==> src/rtl/sample_averager.sv <==
// Moving-average filter over a power-of-two window of unsigned ADC samples.
// Keeps a circular sample buffer and a running sum so each accept costs one add/subtract.
module sample_averager #(
   parameter int DATA_W    = 16,
   parameter int TAPS_LOG2 = 2
) (
   input  logic                 clk,
   input  logic                 reset,
   input  logic                 in_valid,
   input  logic [DATA_W-1:0]    in_data,
   output logic                 in_ready,
   input  logic                 flush,
   output logic                 out_valid,
   output logic [DATA_W-1:0]    out_data,
   input  logic                 out_ready,
   output logic [TAPS_LOG2:0]   fill_count,
   output logic                 o_dbg_state
);

   localparam int TAPS  = 1 << TAPS_LOG2;
   localparam int SUM_W = DATA_W + TAPS_LOG2;
   localparam logic [TAPS_LOG2:0]   FILL_FULL = (TAPS_LOG2+1)'(TAPS);
   localparam logic [TAPS_LOG2:0]   FILL_LAST = (TAPS_LOG2+1)'(TAPS - 1);
   localparam logic [TAPS_LOG2:0]   FILL_ONE  = (TAPS_LOG2+1)'(1);
   localparam logic [TAPS_LOG2-1:0] PTR_ONE   = TAPS_LOG2'(1);

   typedef enum logic {
      ST_FILL = 1'b0,
      ST_RUN  = 1'b1
   } state_t;

   state_t                r_state;
   state_t                w_next_state;
   logic [DATA_W-1:0]     r_buf [TAPS];
   logic [TAPS_LOG2-1:0]  r_wr_ptr;
   logic [SUM_W-1:0]      r_sum;
   logic [TAPS_LOG2:0]    r_fill;
   logic                  r_out_valid;
   logic [DATA_W-1:0]     r_out_data;

   logic                  w_accept;
   logic                  w_produce;
   logic [DATA_W-1:0]     w_old;
   logic [SUM_W-1:0]      w_new_sum;
   logic [DATA_W-1:0]     w_avg;

   // Handshake: a sample transfers on a rising edge where in_valid && in_ready && !flush;
   // a result transfers where out_valid && out_ready. in_ready is combinational so a
   // consumed result frees the output slot for a new sample in the same cycle.
   assign in_ready  = !r_out_valid || out_ready;
   assign w_accept  = in_valid && in_ready && !flush;
   assign w_produce = w_accept && ((r_state == ST_RUN) || (r_fill == FILL_LAST));

   // Displaced entry is zero while filling because the buffer is cleared on reset/flush.
   assign w_old     = r_buf[r_wr_ptr];
   assign w_new_sum = r_sum + {{TAPS_LOG2{1'b0}}, in_data} - {{TAPS_LOG2{1'b0}}, w_old};
   assign w_avg     = w_new_sum[SUM_W-1:TAPS_LOG2];

   assign out_valid   = r_out_valid;
   assign out_data    = r_out_data;
   assign fill_count  = r_fill;
   assign o_dbg_state = r_state;

   always_comb begin
      w_next_state = r_state;
      if (flush) begin
         w_next_state = ST_FILL;
      end else if (w_accept && (r_state == ST_FILL) && (r_fill == FILL_LAST)) begin
         w_next_state = ST_RUN;
      end
   end

   always_ff @(posedge clk or negedge reset) begin
      if (!reset) begin
         r_state <= ST_FILL;
      end else begin
         r_state <= w_next_state;
      end
   end

   always_ff @(posedge clk or negedge reset) begin
      if (!reset) begin
         for (int i = 0; i < TAPS; i++) r_buf[i] <= '0;
         r_wr_ptr <= '0;
         r_sum    <= '0;
         r_fill   <= '0;
      end else if (flush) begin
         for (int i = 0; i < TAPS; i++) r_buf[i] <= '0;
         r_wr_ptr <= '0;
         r_sum    <= '0;
         r_fill   <= '0;
      end else if (w_accept) begin
         r_buf[r_wr_ptr] <= in_data;
         r_wr_ptr        <= r_wr_ptr + PTR_ONE;
         r_sum           <= w_new_sum;
         if (r_fill != FILL_FULL) r_fill <= r_fill + FILL_ONE;
      end
   end

   // A fresh result always wins over retiring the old one, giving one result per clock.
   always_ff @(posedge clk or negedge reset) begin
      if (!reset) begin
         r_out_valid <= 1'b0;
         r_out_data  <= '0;
      end else if (flush) begin
         r_out_valid <= 1'b0;
      end else if (w_produce) begin
         r_out_valid <= 1'b1;
         r_out_data  <= w_avg;
      end else if (out_ready) begin
         r_out_valid <= 1'b0;
      end
   end

endmodule

==> config.mk <==
export PLATFORM = sky130hd
export DESIGN_NAME = sample_averager
export DESIGN_NICKNAME = d
export VERILOG_FILES = /design/src/rtl/sample_averager.sv
export SDC_FILE = /design/constraint.sdc
export NUM_CORES = 1
export LEC_CHECK = 0
export ABC_AREA = 1
export BUFFER_PORTS_ARGS = -buffer_cell sky130_fd_sc_hd__buf_2
export CAP_MARGIN = 15
export CORE_MARGIN = 2
export CORE_UTILIZATION = 46
export CTS_BUF_LIST = sky130_fd_sc_hd__clkbuf_8
export DETAILED_ROUTE_END_ITERATION = 6
export PLACE_DENSITY = 0.66
export SYNTH_ARGS = -nofsm -noshare
export SYNTH_HDL_FRONTEND = slang
export SYNTH_SLANG_ARGS = --single-unit
==> constraint.sdc <==
create_clock -name clk -period 2.91 [get_ports clk]
set_input_delay 0.7275 -clock clk [delete_from_list [all_inputs] [get_ports clk]]
set_output_delay 0.7275 -clock clk [all_outputs]
set_load 0.01 [all_outputs]
==> results of run 1 <==
## layout by cell type (no fill, tap or decap), types with 13 or more instances in the layout
cell type and n:
sky130_fd_sc_hd__nor2_1 46, sky130_fd_sc_hd__fa_1 15, sky130_fd_sc_hd__buf_2 41, sky130_fd_sc_hd__buf_4 22
sky130_fd_sc_hd__ha_1 13, sky130_fd_sc_hd__o21ai_0 88, sky130_fd_sc_hd__a21oi_1 14, sky130_fd_sc_hd__nand3_1 90
sky130_fd_sc_hd__dfrtp_1 103, sky130_fd_sc_hd__o22ai_1 14, sky130_fd_sc_hd__nand2_1 142, sky130_fd_sc_hd__o21ai_1 24
sky130_fd_sc_hd__inv_1 95
## area by class of cell
| cell class | instances | area, um2 | area share |
|---|---|---|---|
| Multi-Input combinational cell | 511 | 3110 | 0.444 |
| Sequential cell | 105 | 2630 | 0.375 |
| Timing Repair Buffer | 69 | 505 | 0.0722 |
| Inverter | 99 | 374 | 0.0534 |
| Tap cell | 172 | 215 | 0.0307 |
| Clock buffer | 10 | 138 | 0.0196 |
| Clock inverter | 5 | 33.8 | 0.00482 |
## worst max-delay path: cells and delay by family (launching register included)
| family | cells | cell delay, ns |
|---|---|---|
| AO/OA/AOI/OAI | 3 | 0.46 |
| flip-flops | 1 | 0.46 |
| AND/OR/NAND/NOR | 7 | 0.66 |
| buffers and inverters | 3 | 0.44 |
| adder cells (fa/ha/maj) | 2 | 0.69 |
## registers in the layout, summed over array words and instances, names as in the netlist
name	flops
r_sum	18
r_buf	64
out_valid	1
r_wr_ptr	2
o_dbg_state	1
out_data	16
fill_count	3
## kinds of logic after synthesis
family	after synthesis	synth area share
AND/OR/NAND/NOR	307	0.224
AO/OA/AOI/OAI	157	0.137
buffers and inverters	135	0.0924
flip-flops	105	0.434
adder cells (fa/ha/maj)	41	0.105
XOR/XNOR	6	0.00868
## worst max path at each step
| stage | startpoint | end | depth (start not counted) |
|---|---|---|---|
| 2_1_floorplan | r_wr_ptr[0]$_DFFE_PN0P_ | out_data[10]$_DFFE_PN0P_ | 15 |
| 3_3_place_gp | r_wr_ptr[0]$_DFFE_PN0P_ | out_data[12]$_DFFE_PN0P_ | 15 |
| 3_5_place_dp | r_wr_ptr[0]$_DFFE_PN0P_ | r_sum[8]$_DFFE_PN0P_ | 16 |
| 4_1_cts | r_wr_ptr[0]$_DFFE_PN0P_ | out_data[10]$_DFFE_PN0P_ | 17 |
| 5_1_grt | r_wr_ptr[0]$_DFFE_PN0P_ | out_data[10]$_DFFE_PN0P_ | 15 |
| 6_report | r_wr_ptr[0]$_DFFE_PN0P_ | out_data[11]$_DFFE_PN0P_ | 15 |
## per-layer routing
layer,routed length (um),part of all wire
met2,7580,0.48
met1,7310,0.46
met4,281,0.018
met3,764,0.048
met5,0,0
## power by group through the flow
stage          logic [mW]  registers, mW  clock network (mW)
4_1_cts              2.98           1.82               0.878
5_1_grt              3.96           1.85               0.940
2_1_floorplan        2.13           1.86                   0
3_3_place_gp         2.91           1.84                   0
3_5_place_dp         2.96           1.84                   0
6_report             3.53           1.82               0.846
## repair_timing
| item | in CTS | in global routing |
|---|---|---|
| endpoints found under the hold margin | 0 | 0 |
| hold buffers | 0 | 0 |
| setup endpoints to repair | 0 | 29 |
| resized for setup | 0 | 62 |
| buffers inserted | 0 | 4 |
## per-stage QoR
stage / power [mW] / setup slack, ns / cells / util / hold WS, ns
CTS: 5.68 / 0.00377 / 964 / 0.523 / 0.314
global route: 6.74 / -0.0590 / 971 / 0.551 / 0.329
floorplan: 3.99 / 0.102 / 751 / - / 0.432
finish: 6.19 / 0.0927 / 971 / 0.551 / 0.312
detailed placement: 4.80 / 0.0305 / 949 / 0.510 / 0.461
global placement: 4.75 / 0.0460 / 949 / 0.510 / 0.460
==> impl_results.html, run 1 <==
<table>
<tr><th>Metric</th><th>Value</th></tr>
<tr><th colspan="2">Clocking</th></tr>
<tr><td>TritonCTS clock tree</td><td>done</td></tr>
<tr><td>Worst skew pair latency</td><td>0.40 ns</td></tr>
<tr><td>CTS clk-pin slew, worst paths</td><td>0.10 ns</td></tr>
<tr><td>Largest buffer count on any clock path</td><td>2</td></tr>
<tr><td>Number of levels the H-tree was split into</td><td>3</td></tr>
<tr><td>TritonCTS buffer count</td><td>9</td></tr>
<tr><td>CTS Sinks</td><td>105</td></tr>
<tr><td>Buffer cell driving the clock tree root</td><td>sky130_fd_sc_hd__clkbuf_8</td></tr>
<tr><th colspan="2">Cells and area</th></tr>
<tr><td>Area delta synth-&gt;final</td><td>15.7%</td></tr>
<tr><td>Number of filler cells placed in the layout</td><td>1218</td></tr>
<tr><td>Number of nets in the layout</td><td>around 860</td></tr>
<tr><td>Final Instance Area</td><td>7000 um2</td></tr>
<tr><td>Share of layout cells above drive strength 1</td><td>0.166</td></tr>
<tr><td>Antenna cells</td><td>0</td></tr>
<tr><th colspan="2">Outcome</th></tr>
<tr><td>Result of the run</td><td>finished clean</td></tr>
<tr><th colspan="2">Yosys</th></tr>
<tr><td>Cell types occupying the most area after synthesis</td><td>sky130_fd_sc_hd__dfrtp_1, sky130_fd_sc_hd__nand2_1, sky130_fd_sc_hd__o21ai_0, sky130_fd_sc_hd__nand3_1, sky130_fd_sc_hd__inv_1</td></tr>
<tr><td>Count of state elements after synthesis</td><td>105</td></tr>
<tr><td>Synthesized area per cell</td><td>8.06 um2</td></tr>
<tr><td>Post-synthesis net count</td><td>813</td></tr>
<tr><td>Syn Inst Count</td><td>about 750</td></tr>
<tr><td>Area share of the largest cell type after synthesis</td><td>0.434</td></tr>
<tr><td>Ys flop type</td><td>sky130_fd_sc_hd__dfrtp_1</td></tr>
<tr><td>Async set or reset register ratio after synthesis</td><td>1.00</td></tr>
<tr><td>Top post-synthesis cells by count</td><td>sky130_fd_sc_hd__nand2_1, sky130_fd_sc_hd__dfrtp_1, sky130_fd_sc_hd__o21ai_0</td></tr>
<tr><td>Synthesis warning total</td><td>0</td></tr>
<tr><td>Post-Syn Area</td><td>6050 um2</td></tr>
<tr><td>Number of synthesized flops with an enable pin</td><td>0</td></tr>
<tr><td>Count of unique library cells instantiated by Yosys</td><td>32</td></tr>
<tr><td>Fraction of the yosys area taken by sequential cells</td><td>0.434</td></tr>
<tr><td>Cell type with the highest aggregate area in the netlist</td><td>sky130_fd_sc_hd__dfrtp_1</td></tr>
<tr><td>Cell with the most instances after synthesis</td><td>sky130_fd_sc_hd__nand2_1</td></tr>
<tr><th colspan="2">Setup path</th></tr>
<tr><td>Endpoint kind of the worst setup timing path</td><td>register</td></tr>
<tr><td>Critical path cell sequence</td><td>inv_4 -&gt; clkbuf_16 -&gt; o21ai_0 -&gt; o22ai_1 -&gt; fa_1 -&gt; inv_1 -&gt; ha_4 -&gt; nand2_1 -&gt; nand2_1 -&gt; a21oi_1 -&gt; nand3_2 -&gt; nand2_1 -&gt; nand3_1 -&gt; nand3_1 -&gt; nand2_1</td></tr>
<tr><td>Setup Crit Path Kind</td><td>reg -&gt; reg</td></tr>
<tr><td>Data arrival time of the worst path</td><td>3.11 ns</td></tr>
<tr><td>CP max stage cell</td><td>sky130_fd_sc_hd__dfrtp_2</td></tr>
<tr><td>Maximum fanout along the worst path</td><td>16</td></tr>
<tr><td>Required time of the critical path</td><td>3.20 ns</td></tr>
<tr><td>Delay contributed by the slowest stage of the critical path</td><td>roughly 0.46 ns</td></tr>
<tr><td>Cell mode on critical path</td><td>sky130_fd_sc_hd__nand2_1</td></tr>
<tr><td>Critical R2R Capture</td><td>out_data[11]$_DFFE_PN0P_</td></tr>
<tr><td>Logic depth of the worst register-to-register path</td><td>15</td></tr>
<tr><td>Register-to-register setup slack</td><td>0.09 ns</td></tr>
<tr><td>Reg2Reg Launch Point</td><td>r_wr_ptr[0]$_DFFE_PN0P_</td></tr>
<tr><td>Nature of the critical path startpoint</td><td>register</td></tr>
<tr><th colspan="2">Worst hold path</th></tr>
<tr><td>Worst hold path type</td><td>in -&gt; async</td></tr>
<tr><th colspan="2">Placement</th></tr>
<tr><td>Post-Place Cell Area</td><td>roughly 6500 um2</td></tr>
<tr><td>HPWL after detailed placement</td><td>11000 um</td></tr>
<tr><td>Number of port buffers</td><td>42</td></tr>
<tr><td>Gpl congestion</td><td>0.911</td></tr>
<tr><th colspan="2">Floorplanning</th></tr>
<tr><td>Initial cell density of the core</td><td>0.476</td></tr>
<tr><td>Top-level port count</td><td>43</td></tr>
<tr><td>Floorplan core area</td><td>between 10000 and 15000 um2</td></tr>
<tr><td>Die X-Extent</td><td>between 100 and 150 um</td></tr>
<tr><td>Die area</td><td>14100 um2</td></tr>
<tr><td>Number of standard-cell rows in the floorplan</td><td>41</td></tr>
<tr><td>Die boundary height</td><td>roughly 120 um</td></tr>
<tr><th colspan="2">Timing</th></tr>
<tr><td>Summed negative setup slack over all endpoints</td><td>0 ns</td></tr>
<tr><td>Share of the cycle needed by the critical path after routing</td><td>0.968</td></tr>
<tr><td>Worst clock skew on the final layout</td><td>0.0119 ns</td></tr>
<tr><td>Max-slew headroom</td><td>0.455</td></tr>
<tr><td>Count of final max-slew check failures</td><td>0</td></tr>
<tr><td>Hold Vio Cnt, Final</td><td>0</td></tr>
<tr><td>Max frequency</td><td>0.355 GHz</td></tr>
<tr><td>Final number of setup-violating endpoints</td><td>0</td></tr>
<tr><td>Actual transition at the worst max-transition pin</td><td>between 0.8 and 0.9 ns</td></tr>
<tr><td>Setup repair after global routing missed its margin</td><td>true</td></tr>
<tr><td>Final Critical Period</td><td>2.82 ns</td></tr>
<tr><th colspan="2">Routing</th></tr>
<tr><td>Residual DRC</td><td>0</td></tr>
<tr><td>Via count</td><td>around 5300</td></tr>
<tr><td>Total length of routed wires</td><td>15900 um</td></tr>
<tr><td>DRT iter0 DRCs</td><td>between 400 and 500</td></tr>
<tr><td>1st-pass router iterations</td><td>5</td></tr>
<tr><td>Via-per-instance ratio</td><td>roughly 5.4</td></tr>
<tr><td>Post-DRT Antenna Nets</td><td>0</td></tr>
<tr><td>Per-cell routed wire length</td><td>16.4 um</td></tr>
<tr><th colspan="2">GRT</th></tr>
<tr><td>First-pass GRT wire length</td><td>25600 um</td></tr>
<tr><td>Met2 demand-to-capacity share in global routing</td><td>0.374</td></tr>
<tr><td>Vias in the first global route</td><td>5060</td></tr>
<tr><td>Most congested layer reported by global routing</td><td>met2</td></tr>
<tr><td>Global routing met3 resource utilization</td><td>0.0521</td></tr>
<tr><td>Number of antenna violations at the first check in global routing</td><td>0</td></tr>
<tr><td>Global route total overflow</td><td>0</td></tr>
<tr><td>Maximum number of pins on one net before global-route repair</td><td>48</td></tr>
<tr><td>Global-route total usage across every layer</td><td>0.231</td></tr>
<tr><td>Met1 capacity usage during global routing</td><td>0.313</td></tr>
<tr><th colspan="2">Power</th></tr>
<tr><td>Share of total power consumed by net switching</td><td>0.444</td></tr>
<tr><td>Reg power frac</td><td>0.294</td></tr>
<tr><td>Clk network pwr share</td><td>0.137</td></tr>
<tr><td>NetSw</td><td>2.75 mW</td></tr>
<tr><td>Combinational power share</td><td>0.570</td></tr>
<tr><td>Static leakage power</td><td>3.47 nW</td></tr>
<tr><td>Worst voltage drop across the vdd grid</td><td>between 400 and 500 uV</td></tr>
<tr><td>Power per standard cell area</td><td>884 nW/um2</td></tr>
<tr><td>Int Pwr</td><td>3.44 mW</td></tr>
<tr><th colspan="2">Run</th></tr>
<tr><td>Count of max-cap constraint violations</td><td>0</td></tr>
</table>
(Power assumes the default switching activity.)
==> run 2: changes to the inputs <==
--- a/config.mk
+++ b/config.mk
@@ -13,6 +13,7 @@
 export CTS_BUF_LIST = sky130_fd_sc_hd__clkbuf_8
 export DETAILED_ROUTE_END_ITERATION = 6
 export PLACE_DENSITY = 0.66
+export RECOVER_POWER = 25
 export SYNTH_ARGS = -nofsm -noshare
 export SYNTH_HDL_FRONTEND = slang
 export SYNTH_SLANG_ARGS = --single-unit
==> run 2 against run 1 <==
Fmax fell by 0.37%. Combinational power about the same. Final cell count unchanged. Routed wire length is essentially flat. Non-clock buffer count unchanged. Cell area shrank 0.25%. Largest cell class unchanged. Critical path type unchanged. Clock skew increased by 0.0023 ns. Core utilization shrank 0.14 points. Hold slack improved by 0.17 ns. Register-to-register slack hardly changed. Clock power is 0.6% higher.
==> impl_results.html, run 2 (synthesized netlist as in run 1, its figures left out) <==
<table>
<tr><th>Metric</th><th>Value</th></tr>
<tr><th colspan="2">Outcome</th></tr>
<tr><td>Result of the run</td><td>finished clean</td></tr>
<tr><th colspan="2">Floorplanning</th></tr>
<tr><td>Number of standard-cell rows in the floorplan</td><td>41</td></tr>
<tr><td>Die boundary height</td><td>119 um</td></tr>
<tr><td>Die area</td><td>14100 um2</td></tr>
<tr><td>Die X-Extent</td><td>119 um</td></tr>
<tr><td>Floorplan core area</td><td>12700 um2</td></tr>
<tr><td>Initial cell density of the core</td><td>0.476</td></tr>
<tr><td>Top-level port count</td><td>43</td></tr>
<tr><th colspan="2">GRT</th></tr>
<tr><td>Maximum number of pins on one net before global-route repair</td><td>48</td></tr>
<tr><td>Met2 demand-to-capacity share in global routing</td><td>0.374</td></tr>
<tr><td>Global route total overflow</td><td>0</td></tr>
<tr><td>Vias in the first global route</td><td>5060</td></tr>
<tr><td>Global routing met3 resource utilization</td><td>0.0521</td></tr>
<tr><td>Met1 capacity usage during global routing</td><td>0.313</td></tr>
<tr><td>First-pass GRT wire length</td><td>25600 um</td></tr>
<tr><td>Global-route total usage across every layer</td><td>0.231</td></tr>
<tr><td>Most congested layer reported by global routing</td><td>met2</td></tr>
<tr><td>Number of antenna violations at the first check in global routing</td><td>0</td></tr>
<tr><th colspan="2">Timing</th></tr>
<tr><td>Final number of setup-violating endpoints</td><td>0</td></tr>
<tr><td>Worst clock skew on the final layout</td><td>0.0142 ns</td></tr>
<tr><td>Setup slack after layout</td><td>0.0821 ns</td></tr>
<tr><td>Max-slew headroom</td><td>0.200</td></tr>
<tr><td>Actual transition at the worst max-transition pin</td><td>between 1 and 1.5 ns</td></tr>
<tr><td>Setup repair after global routing missed its margin</td><td>true</td></tr>
<tr><td>Count of final max-slew check failures</td><td>0</td></tr>
<tr><td>Final Critical Period</td><td>2.83 ns</td></tr>
<tr><td>Final hold slack</td><td>0.487 ns</td></tr>
<tr><td>Max frequency</td><td>0.354 GHz</td></tr>
<tr><td>Summed negative setup slack over all endpoints</td><td>0 ns</td></tr>
<tr><td>Share of the cycle needed by the critical path after routing</td><td>0.972</td></tr>
<tr><td>Hold Vio Cnt, Final</td><td>0</td></tr>
<tr><th colspan="2">Routing</th></tr>
<tr><td>1st-pass router iterations</td><td>6</td></tr>
<tr><td>DRT iter0 DRCs</td><td>368</td></tr>
<tr><td>Post-DRT Antenna Nets</td><td>0</td></tr>
<tr><td>Via count</td><td>5285</td></tr>
<tr><td>Total length of routed wires</td><td>15900 um</td></tr>
<tr><td>Via-per-instance ratio</td><td>5.44</td></tr>
<tr><td>Per-cell routed wire length</td><td>16.4 um</td></tr>
<tr><td>Residual DRC</td><td>0</td></tr>
<tr><th colspan="2">Power</th></tr>
<tr><td>Worst voltage drop across the vdd grid</td><td>464 uV</td></tr>
<tr><td>Power per standard cell area</td><td>888 nW/um2</td></tr>
<tr><td>Power after layout</td><td>6.20 mW</td></tr>
<tr><td>Static leakage power</td><td>between 3 and 4 nW</td></tr>
<tr><th colspan="2">Cells and area</th></tr>
<tr><td>Commonest cells after routing, fill and taps aside</td><td>sky130_fd_sc_hd__nand2_1, sky130_fd_sc_hd__dfrtp_1, sky130_fd_sc_hd__inv_1</td></tr>
<tr><td>Area delta synth-&gt;final</td><td>15.4%</td></tr>
<tr><td>Max FFs per register</td><td>64</td></tr>
<tr><td>Multi-input logic area</td><td>slightly above 3000 um2</td></tr>
<tr><td>Number of nets in the layout</td><td>857</td></tr>
<tr><td>Post-layout utilization of the core</td><td>0.549</td></tr>
<tr><td>Antenna cells</td><td>0</td></tr>
<tr><td>Flip-flop and latch area</td><td>2630 um2</td></tr>
<tr><td>Final Instance Count excl. Fillers</td><td>971</td></tr>
<tr><td>Most flop-heavy register</td><td>r_buf</td></tr>
<tr><td>Most common cell after layout, fill and taps aside</td><td>sky130_fd_sc_hd__nand2_1</td></tr>
<tr><td>Final Instance Area</td><td>6990 um2</td></tr>
<tr><td>Number of filler cells placed in the layout</td><td>1221</td></tr>
<tr><td>Share of layout cells above drive strength 1</td><td>0.166</td></tr>
<tr><th colspan="2">Worst hold path</th></tr>
<tr><td>Worst hold path type</td><td>reg -&gt; reg</td></tr>
<tr><th colspan="2">Clocking</th></tr>
<tr><td>Worst skew pair latency</td><td>0.40 ns</td></tr>
<tr><td>Buffer cell driving the clock tree root</td><td>sky130_fd_sc_hd__clkbuf_8</td></tr>
<tr><td>TritonCTS buffer count</td><td>9</td></tr>
<tr><td>Number of levels the H-tree was split into</td><td>3</td></tr>
<tr><td>TritonCTS clock tree</td><td>done</td></tr>
<tr><td>Largest buffer count on any clock path</td><td>2</td></tr>
<tr><td>CTS clk-pin slew, worst paths</td><td>0.10 ns</td></tr>
<tr><td>CTS Sinks</td><td>around 110</td></tr>
<tr><th colspan="2">Placement</th></tr>
<tr><td>Number of port buffers</td><td>42</td></tr>
<tr><td>Post-Place Cell Area</td><td>about 6500 um2</td></tr>
<tr><td>Gpl congestion</td><td>0.911</td></tr>
<tr><td>Placed Instances</td><td>roughly 950</td></tr>
<tr><td>Pre-CTS setup slack</td><td>between 0.03 and 0.04 ns</td></tr>
<tr><td>HPWL after detailed placement</td><td>around 11000 um</td></tr>
<tr><th colspan="2">Setup path</th></tr>
<tr><td>Required time of the critical path</td><td>3.20 ns</td></tr>
<tr><td>Data arrival time of the worst path</td><td>3.12 ns</td></tr>
<tr><td>Endpoint kind of the worst setup timing path</td><td>register</td></tr>
<tr><td>Setup Crit Path Kind</td><td>reg -&gt; reg</td></tr>
<tr><td>Maximum fanout along the worst path</td><td>16</td></tr>
<tr><td>Nature of the critical path startpoint</td><td>register</td></tr>
<tr><th colspan="2">Run</th></tr>
<tr><td>Count of max-cap constraint violations</td><td>0</td></tr>
</table>
==> run 2: cell types whose count changed in the layout (fill, tap and decap cells not counted), sizes merged <==
cell / change
clkbuf: +2
buf: -2
==> run 2: where the power goes <==
group	leakage, nW	internal, mW	switching, mW
clock	0.0895	0.328	0.523
sequential	1.42	1.69	0.125
combinational	1.96	1.42	2.11
total	3.47	3.44	2.76
==> run 2: critical path: stages (launching register included) <==
cell	delay [ns]
sky130_fd_sc_hd__dfrtp_2	0.46
sky130_fd_sc_hd__inv_4	0.13
sky130_fd_sc_hd__clkbuf_16	0.20
sky130_fd_sc_hd__o21ai_0	0.08
sky130_fd_sc_hd__o22ai_1	0.21
sky130_fd_sc_hd__fa_1	0.46
sky130_fd_sc_hd__inv_1	0.11
sky130_fd_sc_hd__ha_4	0.23
sky130_fd_sc_hd__nand2_1	0.06
sky130_fd_sc_hd__nand2_1	0.08
sky130_fd_sc_hd__a21oi_1	0.17
sky130_fd_sc_hd__nand3_2	0.14
sky130_fd_sc_hd__nand2_1	0.11
sky130_fd_sc_hd__nand3_1	0.09
sky130_fd_sc_hd__nand3_1	0.13
sky130_fd_sc_hd__nand2_1	0.06
==> run 2: what timing repair did <==
item	CTS	global route
endpoints found under the setup margin	0	29
buffers inserted	0	4
resized for setup	0	62
hold buffers	0	0
==> run 2: worst paths after layout <==
path / startpoint / endpoint / slack (ns) / cells after the start
max in group asynchronous: reset / r_wr_ptr[0]$_DFFE_PN0P_ / 0.56 / 2
setup reg to reg: r_wr_ptr[0]$_DFFE_PN0P_ / out_data[11]$_DFFE_PN0P_ / 0.08 / 15
setup / recovery: r_wr_ptr[0]$_DFFE_PN0P_ / out_data[11]$_DFFE_PN0P_ / 0.08 / 15
hold reg to reg: out_data[7]$_DFFE_PN0P_ / out_data[7]$_DFFE_PN0P_ / 0.49 / 2
hold / removal: out_data[7]$_DFFE_PN0P_ / out_data[7]$_DFFE_PN0P_ / 0.49 / 2
min in group asynchronous: reset / r_buf[21]$_DFFE_PN0P_ / 0.50 / 1
==> run 2: per-layer routing <==
metal | share of wire | vias to the layer above | wire length, um
met3 | 0.055 | 18 | 878
li1 | - | 2530 | -
met5 | 0 | - | 0
met4 | 0.017 | 0 | 278
met1 | 0.45 | 2571 | 7250
met2 | 0.47 | 166 | 7520
==> run 2: area by class of cell <==
type,instances,area share
Timing Repair Buffer,69,0.0698
Tap cell,172,0.0308
Clock buffer,10,0.0197
Multi-Input combinational cell,511,0.445
Clock inverter,5,0.00484
Inverter,99,0.0535
Sequential cell,105,0.376
